File: src/rtl/io_bank_pkg.sv
// io_bank_pkg: shared definitions for the IO bank controller.
//   - Default bank geometry (pins per bank, bank-select width).
//   - Command opcodes carried on cmd_op.
//   - Controller FSM state encoding.
package io_bank_pkg;

  localparam int unsigned IO_UNIT_NBIT = 16;
  localparam int unsigned IO_BANK_NBIT = 2;

  localparam logic [1:0] OP_WR_DB   = 2'd0;
  localparam logic [1:0] OP_WR_DIR  = 2'd1;
  localparam logic [1:0] OP_RD      = 2'd2;
  localparam logic [1:0] OP_CLR_CHG = 2'd3;

  typedef enum logic [1:0] {
    StIdle   = 2'd0,
    StRdWait = 2'd1,
    StRdRsp  = 2'd2
  } io_state_e;

endpackage

File: src/rtl/io_pin_sync.sv
// io_pin_sync: input conditioning for one IO bank.
//   Two-flop synchroniser per pin, optional glitch filter, then an edge-detect register.
//   Optional feature macro: IO_GLITCH_FILT_EN (adds a FILT_CYC stable-sample filter).
// Ports:
//   clk   in   system clock
//   rst   in   synchronous active-high reset
//   din   in   raw asynchronous pad inputs (WIDTH)
//   cond  out  conditioned (synchronised, optionally filtered) pin values
//   chg   out  per-bit pulse, high for one cycle when cond changes
module io_pin_sync
  import io_bank_pkg::*;
#(
  parameter int unsigned WIDTH = IO_UNIT_NBIT
`ifdef IO_GLITCH_FILT_EN
  ,
  parameter int unsigned FILT_CYC = 4
`endif
) (
  input  logic             clk,
  input  logic             rst,
  input  logic [WIDTH-1:0] din,
  output logic [WIDTH-1:0] cond,
  output logic [WIDTH-1:0] chg
);

  logic [WIDTH-1:0] sync1_q;
  logic [WIDTH-1:0] sync2_q;
  logic [WIDTH-1:0] prev_q;

  always_ff @(posedge clk) begin
    if (rst) begin
      sync1_q <= '0;
      sync2_q <= '0;
    end else begin
      sync1_q <= din;
      sync2_q <= sync1_q;
    end
  end

`ifdef IO_GLITCH_FILT_EN
  // Counter only has to reach FILT_CYC-1.
  localparam int unsigned CntW = (FILT_CYC > 1) ? $clog2(FILT_CYC) : 1;
  localparam logic [CntW-1:0] CntLast = CntW'(FILT_CYC - 1);

  logic [CntW-1:0]  cnt_q [WIDTH];
  logic [WIDTH-1:0] filt_q;

  // Counts consecutive samples that disagree with the filtered value; any
  // agreeing sample restarts the count.
  always_ff @(posedge clk) begin
    if (rst) begin
      filt_q <= '0;
      for (int i = 0; i < int'(WIDTH); i++) begin
        cnt_q[i] <= '0;
      end
    end else begin
      for (int i = 0; i < int'(WIDTH); i++) begin
        if (sync2_q[i] == filt_q[i]) begin
          cnt_q[i] <= '0;
        end else if (cnt_q[i] == CntLast) begin
          filt_q[i] <= sync2_q[i];
          cnt_q[i]  <= '0;
        end else begin
          cnt_q[i] <= cnt_q[i] + CntW'(1);
        end
      end
    end
  end

  assign cond = filt_q;
`else
  assign cond = sync2_q;
`endif

  always_ff @(posedge clk) begin
    if (rst) begin
      prev_q <= '0;
    end else begin
      prev_q <= cond;
    end
  end

  assign chg = cond ^ prev_q;

endmodule

File: src/rtl/io_bank_ctrl.sv
// io_bank_ctrl: parametrised controller for NBANK IO banks of UNIT_NBIT pins.
//   Masked writes to per-bank direction/output registers, conditioned inputs with sticky
//   per-pin change flags, a registered irq, and a fixed-latency read response.
//   Tristate buffers live in the top level; this block only supplies io_dir / io_dout.
//   Optional feature macro: IO_GLITCH_FILT_EN (input glitch filter, parameter FILT_CYC).
//   BANK_NBIT must satisfy 2**BANK_NBIT >= NBANK.
// Ports:
//   clk, rst          clock and synchronous active-high reset
//   cmd_vd / cmd_rdy  command handshake; accept = cmd_vd & cmd_rdy (ready only when idle)
//   cmd_op            0 WR_DB, 1 WR_DIR, 2 RD, 3 CLR_CHG
//   cmd_bank          target bank
//   cmd_mask          per-bit write enable, or clear mask for CLR_CHG
//   cmd_data          write data
//   rsp_vd            one-cycle read response strobe
//   rsp_data/rsp_chg  pin values and sticky change flags of the bank read
//   irq               OR of all sticky change flags (registered)
//   io_dir / io_dout  direction (1 = output) and output data, bank b at [b*UNIT_NBIT +: UNIT_NBIT]
//   io_din            raw asynchronous pad inputs, same packing
module io_bank_ctrl
  import io_bank_pkg::*;
#(
  parameter int unsigned NBANK     = 4,
  parameter int unsigned UNIT_NBIT = IO_UNIT_NBIT,
  parameter int unsigned BANK_NBIT = IO_BANK_NBIT,
  parameter bit          RST_DIR   = 1'b0,
  parameter bit          RST_DB    = 1'b0
`ifdef IO_GLITCH_FILT_EN
  ,
  parameter int unsigned FILT_CYC  = 4
`endif
) (
  input  logic                       clk,
  input  logic                       rst,
  input  logic                       cmd_vd,
  output logic                       cmd_rdy,
  input  logic [1:0]                 cmd_op,
  input  logic [BANK_NBIT-1:0]       cmd_bank,
  input  logic [UNIT_NBIT-1:0]       cmd_mask,
  input  logic [UNIT_NBIT-1:0]       cmd_data,
  output logic                       rsp_vd,
  output logic [UNIT_NBIT-1:0]       rsp_data,
  output logic [UNIT_NBIT-1:0]       rsp_chg,
  output logic                       irq,
  output logic [NBANK*UNIT_NBIT-1:0] io_dir,
  output logic [NBANK*UNIT_NBIT-1:0] io_dout,
  input  logic [NBANK*UNIT_NBIT-1:0] io_din
);

  typedef logic [UNIT_NBIT-1:0] unit_t;

  function automatic unit_t mask_wr(unit_t cur, unit_t mask, unit_t data);
    return (cur & ~mask) | (data & mask);
  endfunction

  unit_t dir_q  [NBANK];
  unit_t dout_q [NBANK];
  unit_t chg_q  [NBANK];
  unit_t chg_d  [NBANK];
  unit_t clr    [NBANK];
  unit_t cond   [NBANK];
  unit_t pulse  [NBANK];

  io_state_e            state_q;
  logic [BANK_NBIT-1:0] rd_bank_q;
  logic                 accept;
  logic                 bank_ok;
  logic [NBANK-1:0]     wr_hit;
  logic                 any_chg;
  unit_t                rd_data;
  unit_t                rd_chg;

  assign accept  = cmd_vd & cmd_rdy;
  assign bank_ok = 32'(cmd_bank) < NBANK;

  for (genvar b = 0; b < int'(NBANK); b++) begin : g_bank
    io_pin_sync #(
      .WIDTH    (UNIT_NBIT)
`ifdef IO_GLITCH_FILT_EN
      ,
      .FILT_CYC (FILT_CYC)
`endif
    ) u_pin_sync (
      .clk  (clk),
      .rst  (rst),
      .din  (io_din[b*UNIT_NBIT +: UNIT_NBIT]),
      .cond (cond[b]),
      .chg  (pulse[b])
    );

    assign io_dir[b*UNIT_NBIT +: UNIT_NBIT]  = dir_q[b];
    assign io_dout[b*UNIT_NBIT +: UNIT_NBIT] = dout_q[b];
  end

  // Out-of-range banks never match, so their writes and clears fall away.
  always_comb begin
    wr_hit = '0;
    for (int b = 0; b < int'(NBANK); b++) begin
      wr_hit[b] = accept & bank_ok & (cmd_bank == BANK_NBIT'(b));
    end
  end

  // Sticky flags: set wins over clear. Read-clear happens on the capture edge
  // (RD_WAIT -> RD_RSP), after rsp_chg has taken the old flags.
  always_comb begin
    for (int b = 0; b < int'(NBANK); b++) begin
      clr[b] = '0;
      if (wr_hit[b] && (cmd_op == OP_CLR_CHG)) begin
        clr[b] = cmd_mask;
      end
      if ((state_q == StRdWait) && (rd_bank_q == BANK_NBIT'(b))) begin
        clr[b] = '1;
      end
      // Output pins never raise a flag.
      chg_d[b] = (chg_q[b] & ~clr[b]) | (pulse[b] & ~dir_q[b]);
    end
  end

  always_comb begin
    any_chg = 1'b0;
    for (int b = 0; b < int'(NBANK); b++) begin
      any_chg = any_chg | (|chg_q[b]);
    end
  end

  // Out-of-range read bank leaves both values at zero.
  always_comb begin
    rd_data = '0;
    rd_chg  = '0;
    for (int b = 0; b < int'(NBANK); b++) begin
      if (rd_bank_q == BANK_NBIT'(b)) begin
        rd_data = (dir_q[b] & dout_q[b]) | (~dir_q[b] & cond[b]);
        rd_chg  = chg_q[b];
      end
    end
  end

  always_ff @(posedge clk) begin
    if (rst) begin
      for (int b = 0; b < int'(NBANK); b++) begin
        dir_q[b]  <= {UNIT_NBIT{RST_DIR}};
        dout_q[b] <= {UNIT_NBIT{RST_DB}};
        chg_q[b]  <= '0;
      end
    end else begin
      for (int b = 0; b < int'(NBANK); b++) begin
        if (wr_hit[b] && (cmd_op == OP_WR_DIR)) begin
          dir_q[b] <= mask_wr(dir_q[b], cmd_mask, cmd_data);
        end
        if (wr_hit[b] && (cmd_op == OP_WR_DB)) begin
          dout_q[b] <= mask_wr(dout_q[b], cmd_mask, cmd_data);
        end
        chg_q[b] <= chg_d[b];
      end
    end
  end

  // Command/response FSM with registered outputs.
  always_ff @(posedge clk) begin
    if (rst) begin
      state_q   <= StIdle;
      cmd_rdy   <= 1'b1;
      rsp_vd    <= 1'b0;
      rsp_data  <= '0;
      rsp_chg   <= '0;
      irq       <= 1'b0;
      rd_bank_q <= '0;
    end else begin
      irq    <= any_chg;
      rsp_vd <= 1'b0;
      case (state_q)
        StIdle: begin
          if (accept && (cmd_op == OP_RD)) begin
            state_q   <= StRdWait;
            cmd_rdy   <= 1'b0;
            rd_bank_q <= cmd_bank;
          end
        end
        StRdWait: begin
          state_q  <= StRdRsp;
          rsp_vd   <= 1'b1;
          rsp_data <= rd_data;
          rsp_chg  <= rd_chg;
        end
        StRdRsp: begin
          state_q <= StIdle;
          cmd_rdy <= 1'b1;
        end
        default: begin
          state_q <= StIdle;
          cmd_rdy <= 1'b1;
        end
      endcase
    end
  end

endmodule

File: config.mk
export PLATFORM = sky130hd
export DESIGN_NAME = io_bank_ctrl
export DESIGN_NICKNAME = d
export VERILOG_FILES = /design/src/rtl/io_bank_pkg.sv /design/src/rtl/io_pin_sync.sv /design/src/rtl/io_bank_ctrl.sv
export SDC_FILE = /design/constraint.sdc
export NUM_CORES = 1
export LEC_CHECK = 0
export CAP_MARGIN = 20
export CORE_MARGIN = 3
export CORE_UTILIZATION = 40
export DETAILED_ROUTE_END_ITERATION = 8
export PLACE_DENSITY = 0.65
export SYNTH_ARGS = -nofsm -noshare
export SYNTH_HDL_FRONTEND = slang
export SYNTH_SLANG_ARGS = --single-unit
File: constraint.sdc
create_clock -name clk -period 3.35 [get_ports clk]
set_input_delay 0.67 -clock clk [delete_from_list [all_inputs] [get_ports clk]]
set_output_delay 0.67 -clock clk [all_outputs]
set_load 0.01 [all_outputs]
==> impl_metrics.toml <==
[setup_path]
end_kind = "flip-flop"
critPathBufInv = 0
cp_slowest_stage_delay_ns = 0.72
worstPathRequired_ns = 3.85
crit_arrival_ns = 2.99
critPathMostFrequentCell = "nor3_1"
start_kind = "flip-flop"
worstPathMaxFanout = 16
crit_type = "flip-flop to flip-flop"
slowest_stage = "nand2_1"
path_cells = "nand2_1 -> o22ai_1 -> nor3_1 -> nor3_1"
critical_path.top_delay_family = "simple AND/OR/NAND/NOR gates"

[clock_tree]
cts_buffers = 44
cts.sinks = 423
clk_latency_ns = 0.58
cts.path.max_buffers = 3
path_clk_slew_ns = 0.06
h-tree-depth = 2
cts_tree = "yes"
cts_setup_buffers = 0
post_cts_resize_count = 0
cts_root_buf = "clkbuf_16"
hold_buffers = 0

[sta]
finalSetupViolations = 0
fin_setup_tns_ns = 0
timing.fmax_mhz = 401
report.final.slew_viol_count = 0
hold_viol = 0
max_slew_margin = 0.378
fin_crit_sh = 0.744
post-route-min-period_ns = 2.49
tightest_slew_ns = 0.931
rsz0062_at_grt = "false"
fin_skew_ns = 0.0150

[route]
wirelength_mm = 53.4
vias = 12403
drc = 0
firstDrtPassIters = 5
via_per_inst = 5.30
drt_iter0_drc = 1072
wl_per_cell_um = 22.8
final_antenna_net_count = 0

[yosys]
synthArstFlopShare = 0
synthesis.area_um2 = 16800
ys_warn_count = 0
synth-seq-cells = 423
synth_common_cells = "dfxtp_1 (295), nor2b_1 (193), a21oi_1 (144), nand2_1 (132), nand2b_1 (132)"
ys.flop_type = "dfxtp_1"
synth_top_area_frac = 0.351
syn_inst = 1514
yosysMostFrequentCell = "dfxtp_1"
ys_seq_area_frac = 0.580
synth_edf_count = 128
yosysUniqueCellTypes = 42
yosysTopAreaCell = "dfxtp_1"
synth_nets = 1617
avgSynthCellArea_um2 = 11.1
yosys-top-cells-area = "dfxtp_1 (35%), edfxtp_1 (23%), nor2b_1 (7.2%)"

[die]
die_h_um = 211
fp.dieW_um = 211
dieArea_um2 = 44600
core_um2 = 41200
pin_count = 266
core.rowCount = 74
start_util = 0.408

[global_routing]
grt_use_total = 0.236
grt_pass1_vias = 11908
grt_pass1_wl_mm = 78.9
antenna_found_initial = 0
grt_max_degree = 123
grt_overflow = 0

[flow_run]
maxCapViolCount = 0

[power]
vdd_ir_drop_max_mv = 0.311
power_density_nw_per_um2 = 537
leakage_nw = 7.52
total_power_mw = 11.5

[final_layout]
diodes = 0
final_area_um2 = 21300
layout.nets = 1878
syn2layout_area_growth_pct = 26.9
drive_above_1_share = 0.101

[placement]
place_congestion = 0.878
postPlaceCellArea_um2 = 19900
io_buffers = 265
hpwlAfterDp_mm = 38.0

[status]
status = "completed"

[hold_path]
hp-class = "flip-flop to flip-flop"
worst register-to-register path, cell delays in order, from the launching register on:
cell     delay (ns)
dfxtp_1        0.68
nand2_1        0.72
o22ai_1        0.71
nor3_1         0.12
nor3_1         0.18
sequential cells by signal, summed over array words and instances (netlist names):
signal and flops:
state_q 2, chg_q 64, rsp_chg 16, rsp_vd 1, dout_q 64, g_bank.u_pin_sync.sync1_q 64
irq 1, rd_bank_q 2, rsp_data 16, cmd_rdy 1, g_bank.u_pin_sync.cond 64, dir_q 64
g_bank.u_pin_sync.prev_q 64
where the power goes:
part | total (mW) | internal, mW | switching [mW]
sequential | 5.68 | 5.49 | 0.190
clock | 4.76 | 2.75 | 2.01
combinational | 1.01 | 0.506 | 0.501
path summary, 6_finish.rpt:
path,startpoint,endpoint,slack [ns],cells past startpoint
max,rd_bank_q[1]$_SDFFE_PP0P_,rsp_data[8]$_SDFFE_PP0P_,0.86,4
min,g_bank[3].u_pin_sync.sync1_q[11]$_SDFF_PP0_,g_bank[3].u_pin_sync.cond[11]$_SDFF_PP0_,0.43,1
max reg2reg,rd_bank_q[1]$_SDFFE_PP0P_,rsp_data[8]$_SDFFE_PP0P_,0.86,4
min reg2reg,g_bank[3].u_pin_sync.sync1_q[11]$_SDFF_PP0_,g_bank[3].u_pin_sync.cond[11]$_SDFF_PP0_,0.43,1
layout by cell type (no fill, tap or decap), types with 9 or more instances in the layout:
cell type        Yosys  layout
dfxtp_1            295     295
nand2b_1           132     132
nor2_1              25      25
clkbuf_1            38      12
o31ai_1              9       9
nor2b_1            193     192
clkdlybuf4s50_1      0     264
mux2_2              21      21
edfxtp_1           128     128
mux2i_1             54      54
nor3_1              78      78
clkbuf_16            0      45
a31o_1              32      32
nand2_1            132     132
o22ai_1             21      21
xnor2_1             64      64
buf_4                2      34
mux4_2              16      16
clkbuf_8             0       9
a21oi_1            144     144
a31o_2              32      32
nor4_1              17      17
per-stage QoR:
| stage | hold slack [ns] | setup WS (ns) | instances | utilization |
|---|---|---|---|---|
| 2_1_floorplan | 0.414 | 1.24 | 1514 | - |
| 3_3_place_gp | 0.420 | 0.660 | 2261 | 0.484 |
| 3_5_place_dp | 0.423 | 0.551 | 2261 | 0.484 |
| 4_1_cts | 0.439 | 0.934 | 2340 | 0.518 |
| 5_1_grt | 0.455 | 0.755 | 2340 | 0.518 |
| 6_report | 0.435 | 0.858 | 2340 | 0.518 |
layout make-up:
cell class / count / area, µm²
clock buffer: 66 / 1290
clock inverter: 13 / 100
fill: 3712 / 19900
inverter: 2 / 7.51
multi-input combinational: 1003 / 6570
sequential: 423 / 9750
tap: 532 / 666
timing repair buffer: 301 / 2950
cells by family (layout without fill, tap and decap cells):
logic type	after synthesis	count (layout)	share of synthesized area
AO/OA/AOI/OAI	252	252	0.0948
buffers and inverters	88	382	0.0300
multiplexers	91	91	0.0676
flip-flops	423	423	0.580
AND/OR/NAND/NOR	596	596	0.195
XOR/XNOR	64	64	0.0333
layer usage:
metal,global-route usage,wire (µm),vias to the layer above
met3,0.0596,5130,77
met1,0.341,23600,5995
met5,0,0,-
met2,0.354,23600,542
li1,-,-,5789
met4,0.0647,1140,0
(Power assumes the default switching activity.)
